[config.mk]
export PLATFORM = sky130hd
export DESIGN_NAME = oldest2_ring_tracker
export DESIGN_NICKNAME = d
export VERILOG_FILES = /design/src/rtl/oldest2_ring_tracker_pkg.sv /design/src/rtl/oldest2_ring_tracker.sv
export SDC_FILE = /design/constraint.sdc
export NUM_CORES = 1
export LEC_CHECK = 0
export BUFFER_PORTS_ARGS = -buffer_cell sky130_fd_sc_hd__buf_4
export CORE_MARGIN = 2
export CORE_UTILIZATION = 45
export CTS_BUF_LIST = sky130_fd_sc_hd__clkbuf_16
export DETAILED_ROUTE_END_ITERATION = 7
export HOLD_SLACK_MARGIN = 0.06
export PLACE_DENSITY = 0.7
export SYNTH_ARGS = -nofsm -noshare
export SYNTH_HDL_FRONTEND = slang
export SYNTH_SLANG_ARGS = --single-unit
[constraint.sdc]
create_clock -name clk -period 4.29 [get_ports clk]
set_clock_uncertainty 0.15 [all_clocks]
set_input_delay 0.6435 -clock clk [delete_from_list [all_inputs] [get_ports clk]]
set_output_delay 0.6435 -clock clk [all_outputs]
set_load 0.02 [all_outputs]
[src/rtl/oldest2_ring_tracker_pkg.sv]
// Shared ring-tracker definitions: default ring geometry and the modular
// pointer arithmetic used by the head/tail pointers.
package oldest2_ring_tracker_pkg;

    localparam int unsigned SEL_WIDTH_DEF      = 16;
    localparam int unsigned PRIORITY_WIDTH_DEF = 4;

    // size must be a power of two; the caller narrows the result to its pointer width
    function automatic logic [31:0] ptr_add(input logic [31:0] ptr,
                                            input logic [31:0] inc,
                                            input logic [31:0] size);
        return (ptr + inc) & (size - 32'd1);
    endfunction

endpackage

[src/rtl/oldest2_ring_tracker.sv]
// In-order ring of SEL_WIDTH entries feeding an oldest-2 arbiter: allocates up to
// two entries per cycle at the tail, tracks wake/issue, and retires up to two at the head.
module oldest2_ring_tracker
    import oldest2_ring_tracker_pkg::*;
#(
    parameter int unsigned SEL_WIDTH      = SEL_WIDTH_DEF,
    parameter int unsigned PRIORITY_WIDTH = PRIORITY_WIDTH_DEF
) (
    input  logic                      clk,
    input  logic                      rst_n,
    input  logic                      flush_i,
    input  logic [1:0]                alloc_valid_i,
    output logic                      alloc_ready_o,
    output logic [PRIORITY_WIDTH-1:0] alloc_index0_o,
    output logic [PRIORITY_WIDTH-1:0] alloc_index1_o,
    input  logic                      wake_valid_i,
    input  logic [PRIORITY_WIDTH-1:0] wake_index_i,
    input  logic                      first_grant_valid_i,
    input  logic [PRIORITY_WIDTH-1:0] first_grant_index_i,
    input  logic                      second_grant_valid_i,
    input  logic [PRIORITY_WIDTH-1:0] second_grant_index_i,
    output logic [SEL_WIDTH-1:0]      req_o,
    output logic [PRIORITY_WIDTH-1:0] priority_fix_o,
    output logic [PRIORITY_WIDTH:0]   count_o
);

    localparam int unsigned PW = PRIORITY_WIDTH;
    localparam int unsigned CW = PRIORITY_WIDTH + 1;

    logic [SEL_WIDTH-1:0] valid_q, valid_d;
    logic [SEL_WIDTH-1:0] ready_q, ready_d;
    logic [SEL_WIDTH-1:0] issued_q, issued_d;
    logic [PW-1:0]        head_q, head_d, tail_q, tail_d;
    logic [PW-1:0]        head1, tail1;
    logic [CW-1:0]        count_q, count_d;
    logic                 acc0, acc1, ret0, ret1;
    logic [1:0]           n_alloc, n_ret;

    assign head1 = PW'(ptr_add(32'(head_q), 32'd1, 32'(SEL_WIDTH)));
    assign tail1 = PW'(ptr_add(32'(tail_q), 32'd1, 32'(SEL_WIDTH)));

    assign req_o          = valid_q & ready_q & ~issued_q;
    assign priority_fix_o = head_q;
    assign alloc_index0_o = tail_q;
    assign alloc_index1_o = tail1;
    assign count_o        = count_q;
    assign alloc_ready_o  = (count_q <= CW'(SEL_WIDTH - 2));

    // bit1 alone is an illegal request and is dropped rather than leaving a hole
    assign acc0    = alloc_ready_o & alloc_valid_i[0];
    assign acc1    = acc0 & alloc_valid_i[1];
    assign ret0    = valid_q[head_q] & issued_q[head_q];
    assign ret1    = ret0 & valid_q[head1] & issued_q[head1];
    assign n_alloc = {1'b0, acc0} + {1'b0, acc1};
    assign n_ret   = {1'b0, ret0} + {1'b0, ret1};

    always_comb begin
        valid_d  = valid_q;
        ready_d  = ready_q;
        issued_d = issued_q;
        head_d   = head_q;
        tail_d   = tail_q;
        count_d  = count_q;
        if (flush_i) begin
            valid_d  = '0;
            ready_d  = '0;
            issued_d = '0;
            head_d   = '0;
            tail_d   = '0;
            count_d  = '0;
        end else begin
            if (wake_valid_i && valid_q[wake_index_i]) begin
                ready_d[wake_index_i] = 1'b1;
            end
            if (first_grant_valid_i && req_o[first_grant_index_i]) begin
                issued_d[first_grant_index_i] = 1'b1;
            end
            if (second_grant_valid_i && req_o[second_grant_index_i]) begin
                issued_d[second_grant_index_i] = 1'b1;
            end
            // retirement clears after wake so a late wake cannot resurrect a retired slot
            if (ret0) begin
                valid_d[head_q]  = 1'b0;
                ready_d[head_q]  = 1'b0;
                issued_d[head_q] = 1'b0;
            end
            if (ret1) begin
                valid_d[head1]  = 1'b0;
                ready_d[head1]  = 1'b0;
                issued_d[head1] = 1'b0;
            end
            if (acc0) begin
                valid_d[tail_q]  = 1'b1;
                ready_d[tail_q]  = 1'b0;
                issued_d[tail_q] = 1'b0;
            end
            if (acc1) begin
                valid_d[tail1]  = 1'b1;
                ready_d[tail1]  = 1'b0;
                issued_d[tail1] = 1'b0;
            end
            head_d  = PW'(ptr_add(32'(head_q), 32'(n_ret), 32'(SEL_WIDTH)));
            tail_d  = PW'(ptr_add(32'(tail_q), 32'(n_alloc), 32'(SEL_WIDTH)));
            count_d = count_q + CW'(n_alloc) - CW'(n_ret);
        end
    end

    always_ff @(posedge clk or negedge rst_n) begin
        if (!rst_n) begin
            valid_q  <= '0;
            ready_q  <= '0;
            issued_q <= '0;
            head_q   <= '0;
            tail_q   <= '0;
            count_q  <= '0;
        end else begin
            valid_q  <= valid_d;
            ready_q  <= ready_d;
            issued_q <= issued_d;
            head_q   <= head_d;
            tail_q   <= tail_d;
            count_q  <= count_d;
        end
    end

endmodule

# Yosys cells after proc, flatten, opt, wreduce, memory -nomap -nowiden
# Cells that the tools add are included.
word_totals:
  elab_cells: 127
  register_bits: 61
op_classes:
  n_reduce_logical: 10
  n_lt_le_gt_ge: 15
  addsub: 8
  muxes: 61
  bitwise_logic: 27
ops:
  columns: ["cell", "n"]
  rows:
  - ["$mux 16", 30]
  - ["$and 16x16->16", 12]
  - ["$not 16->16", 5]
  - ["$or 16x16->16", 5]
  - ["$lt 4x5->1 const B", 7]
  - ["$bmux 1 s4", 7]
  - ["$demux 1 s4", 7]
  - ["$ge 4x1->1 const B", 7]
  - ["$mux 1", 14]
  - ["$logic_and 1x1->1", 10]
  - ["$add 4x1->4 const B", 2]
  - ["$add 4x2->4", 2]
  - ["$mux 4", 2]
  - ["$add 5x2->5", 1]
  - ["$and 1x1->1", 5]
  - ["$le 5x4->1 const B", 1]
  - ["$mux 5", 1]
  - ["$sub 5x2->5", 1]
  - ["$add 1x1->2", 2]

# Depth between registers and ports, before layout
logic_depth:
  word_depth: 22
  ltp_mapped: 17
  ltp_nobuf: 16

# Least setup slack after synthesis
# No wires, ideal clock.
synth_timing:
  kind: "register -> register"
  start: "reg head_q[1], in the netlist priority_fix_o[1]"
  end: "reg count_q[4], in the netlist count_o[4]"
  path_stages_with_launch: 16
  setup_time_ns: 0.132
  setup_slack_ns: 0.025
  n_path_buf: 1
  arrival_ns: 3.983
  cell_sequence: "dfrtp_1 inv_1 ha_1 clkbuf_1 o21ai_0 mux4_2 a21oi_1 nor4_1 ha_1 fa_1 inv_1 fa_1 a21o_1 a21oi_1 xor2_1 nor2_1"
synth_via:
  elab_chain_cells: 8
  elab_cells_between_ends: 15
  classes_between: "add/sub: 3; mux: 9; bitwise: 3"
synth_lines:
  columns: ["element", "line", "text"]
  rows:
  - ["start: declaration", "oldest2_ring_tracker.sv:33", "logic [PW-1:0] head_q, head_d, tail_q, tail_d;"]
  - ["start signal: assignment", "oldest2_ring_tracker.sv:113", "head_q <= '0;"]
  - ["start signal: assignment", "oldest2_ring_tracker.sv:120", "head_q <= head_d;"]
  - ["$add 4x1->4 / $bmux 1 s4 (equally long branches)", "oldest2_ring_tracker_pkg.sv:12, oldest2_ring_tracker.sv:52", null]
  - ["$bmux 1 s4 / $mux 1 (equally long branches)", "oldest2_ring_tracker.sv:53, oldest2_ring_tracker.sv:52", null]
  - ["$mux 1 (not written as such) / $and 1x1->1 (equally long branches)", "oldest2_ring_tracker.sv:53, oldest2_ring_tracker.sv:52", null]
  - ["$and 1x1->1 (2 in a row)", "oldest2_ring_tracker.sv:53", "assign ret1 = ret0 & valid_q[head1] & issued_q[head1];"]
  - ["$add 1x1->2 *", "oldest2_ring_tracker.sv:55", "assign n_ret = {1'b0, ret0} + {1'b0, ret1};"]
  - ["$sub 5x2->5 *", "oldest2_ring_tracker.sv:104", "count_d = count_q + CW'(n_alloc) - CW'(n_ret);"]
  - ["$mux 5 *", "oldest2_ring_tracker.sv:64", "if (flush_i) begin"]
  - ["via count_d[4]", "oldest2_ring_tracker.sv:35", "logic [CW-1:0] count_q, count_d;"]
  - ["end signal: assignment", "oldest2_ring_tracker.sv:122", "count_q <= count_d;"]
  - ["end: declaration", "oldest2_ring_tracker.sv:35", null]
# Mark *: on every way through the listed nets, which the timed path passes. The rest lies on a longest branch. The select of a mux whose other input is x is not followed.

# Worst setup path after layout
# Same ends and word-level chain as after synthesis.

==> out/summary.txt <==
Crit Path Class: flip-flop to flip-flop
Slew Limit Fails: 0
Crit path DAT: 4.05 ns
Area Growth Syn to Fin: 17.88%
Synth Area in XOR/XNOR: 0.01833
Vias in the first global route: 4441
# Post-CTS Setup Buffers: 0
Met3 usage: 0.05714
Worst-path clk slew: 0.05 ns
CTS buffer count: 9
Worst rel slew slack: 0.4042
Leak: 2.426 nW
Cells after synthesis: 534
Mux contribution to synthesized area: 0.04268
Die height: 107.0 µm
Initial core utilization: 0.4629
CTS root buffer: clkbuf_16
Worst Reg-to-Reg Cells: 15
Clock Path Buffers: 2
WHS: 0.2530 ns
Post-route cell area: 5633 µm²
Hold WC Path Type: input pin to async pin
Critical Path Source Type: flip-flop
Global Route met2 Usage: 0.4462
Reg area: 1526 µm²
Clk sink count: 61
Reg-to-Reg Start: priority_fix_o[1]
Fillers: 937
PwrDens: 329.4 nW/µm²
Largest net degree at the start of global routing: 62
Syn nets: 583
Routability cong.: 0.9817
Detailed Routing Iterations Pass 1: 5
Worst Path Max Fanout: 17
Most area-consuming cells after synthesis: dfrtp_1, ha_1, nand3_1, nand2_1, a21oi_1
Worst Tran Pin Value: 0.8816 ns
Initial DRC count: 471
Crit path capture type: flip-flop
Post-synth top area share: 0.3195
Synth Area in Compound Gates: 0.2158
Reg2Reg Capture Point: count_o[4]
Vias: 4667
Seq/Total Area, Yosys: 0.3195
Outcome: completed
WL final: 15610 µm
Core area: 10320 µm²
Placed cell areas: 5299 µm²
GR met1 Demand/Resource: 0.3757
Final min period: 4.002 ns
FF-to-FF setup slack: 0.29 ns
Post-route ant nets: 0
Most frequent cell after synthesis: dfrtp_1
Most used DFF post-synth: dfrtp_1
DR WL/cell: 21.62 µm
Gr usage total: 0.2760
Yosys cell types: 74
Synth area leader: dfrtp_1
Top cells by count, synth: dfrtp_1, nand2_1, nand3_1
Netlist Area Pre-Place: 4778 µm²
Synth Area in Simple Gates: 0.2700
Initial antenna violation count: 0
Adder-cell area share of the yosys netlist: 0.08222
DP HPWL: 11780 µm
Max frequency: 249.9 MHz
Skew-Pair Late Insertion Delay: 0.33 ns
EDFF count, synth: 0
Share of layout cells above drive strength 1: 0.2065
Largest family of logic cells by synthesized area: simple AND/OR/NAND/NOR gates
CTS tree: yes
Asr flop ratio synth: 1.000
Mapped Avg Cell Area: 8.948 µm²
Gr busiest metal: met2
Die area: 11460 µm²
NumNets Final: 631
Crit path required time: 4.33 ns
Area of the multi-input gates: 3025 µm²
Max-cap viol count: 0
Crit path to: count_o[4]
Crit path launch: priority_fix_o[1]
Die Width: 107.0 µm
Global-route wire length before repair: 24120 µm
Synth Register Bits: 61
Row cnt: 37
VDD IR-drop max: 0.2701 mV
Final hold vios: 0
Final global-route overflow total: 0
H-tree depth: 3
Period utilization: 0.9329
Via/cell ratio: 6.464
Top-level I/O count: 54
Setup violations, final: 0
Yosys Warn Count: 0
# port buffers: 53
Antenna Cells: 0
# DRC: 0
## kinds of logic after synthesis
kind of cell             count (synthesis)
flip-flops                              61
multiplexers                            10
AO/OA/AOI/OAI                          147
adder cells (fa/ha/maj)                 29
buffers and inverters                   57
AND/OR/NAND/NOR                        220
XOR/XNOR                                10
## how the worst min path moves through the flow
stage,startpoint,to
after floorplan,rst_n,alloc_index0_o[0]
after global placement,ready_q[9],ready_q[9]
after detailed placement,ready_q[9],ready_q[9]
after CTS,rst_n,issued_q[2]
after global routing,rst_n,issued_q[2]
final,rst_n,issued_q[2]
## power breakdown
part           total [mW]  switching [mW]  leakage, nW  internal (mW)
Clock               0.782           0.277        0.147          0.505
Combinational       0.426           0.253         1.43          0.173
Sequential          0.647          0.0427        0.844          0.604
Total                1.86           0.573         2.43           1.28
## per-layer routing
metal	routed length, µm	part of all wire	vias to the layer above
li1	-	-	2100
met1	6543	0.42	2265
met2	7261	0.47	269
met3	1481	0.095	33
met4	325	0.021	0
met5	0	0	-
## final cells by class
cell class	count	area share
flip-flops and latches	61	0.2710
multi-input cells	416	0.5371
repair buffers	65	0.08663
clock inverters	6	0.01577
inverters	29	0.01932
well taps	136	0.03021
clock buffers	9	0.03998
## per-stage QoR
step	util	worst slack (ns)	instances	total power, mW	TNS, ns
after floorplan	-	0.02488	534	0.9306	0
after global placement	0.5133	0.2918	707	1.075	0
after detailed placement	0.5133	0.1194	707	1.084	0
after CTS	0.5437	0.1172	722	1.863	0
after global routing	0.5456	-0.03536	722	1.942	-0.03536
final	0.5456	0.2880	722	1.855	0
## cells in the final DEF (no fill, tap or decap), types with 7 or more instances in the layout
master     netlist  layout
buf_4            2      65
dfrtp_1         61      61
nand2_1         47      47
nand3_1         36      36
a21oi_1         35      35
nor2_1          32      32
inv_1           27      27
ha_1            25      24
o21ai_0         18      18
a31oi_1         17      17
nor2b_1         15      15
o211ai_1        12      12
nor4_1          11      11
and2_1          10      10
and3b_1          9       9
nor3_1           9       9
clkbuf_16        0       9
xnor2_1          7       7
mux4_2           7       7
## worst max-delay path, cell delays in order (launching register included)
cell     delay, ns
dfrtp_1       0.37
buf_4         0.20
ha_1          0.25
nor2b_1       0.16
or2_2         0.31
mux4_2        0.30
a21oi_1       0.17
nor4_1        0.09
ha_1          0.27
fa_1          0.52
inv_1         0.07
fa_1          0.46
a21o_1        0.17
a21oi_1       0.16
xor2_1        0.15
nor2_1        0.05
## repair_timing
item                       4_1_cts  5_1_grt
setup endpoints to repair        0        2
hold buffers                     0        0
resized for setup                0        5
## registers in the layout, summed over array words and instances (netlist names)
signal,count
ready_q,16
priority_fix_o,4
issued_q,16
valid_q,16
alloc_index0_o,4
count_o,5
Note: power is estimated with default switching activity, not from simulation.
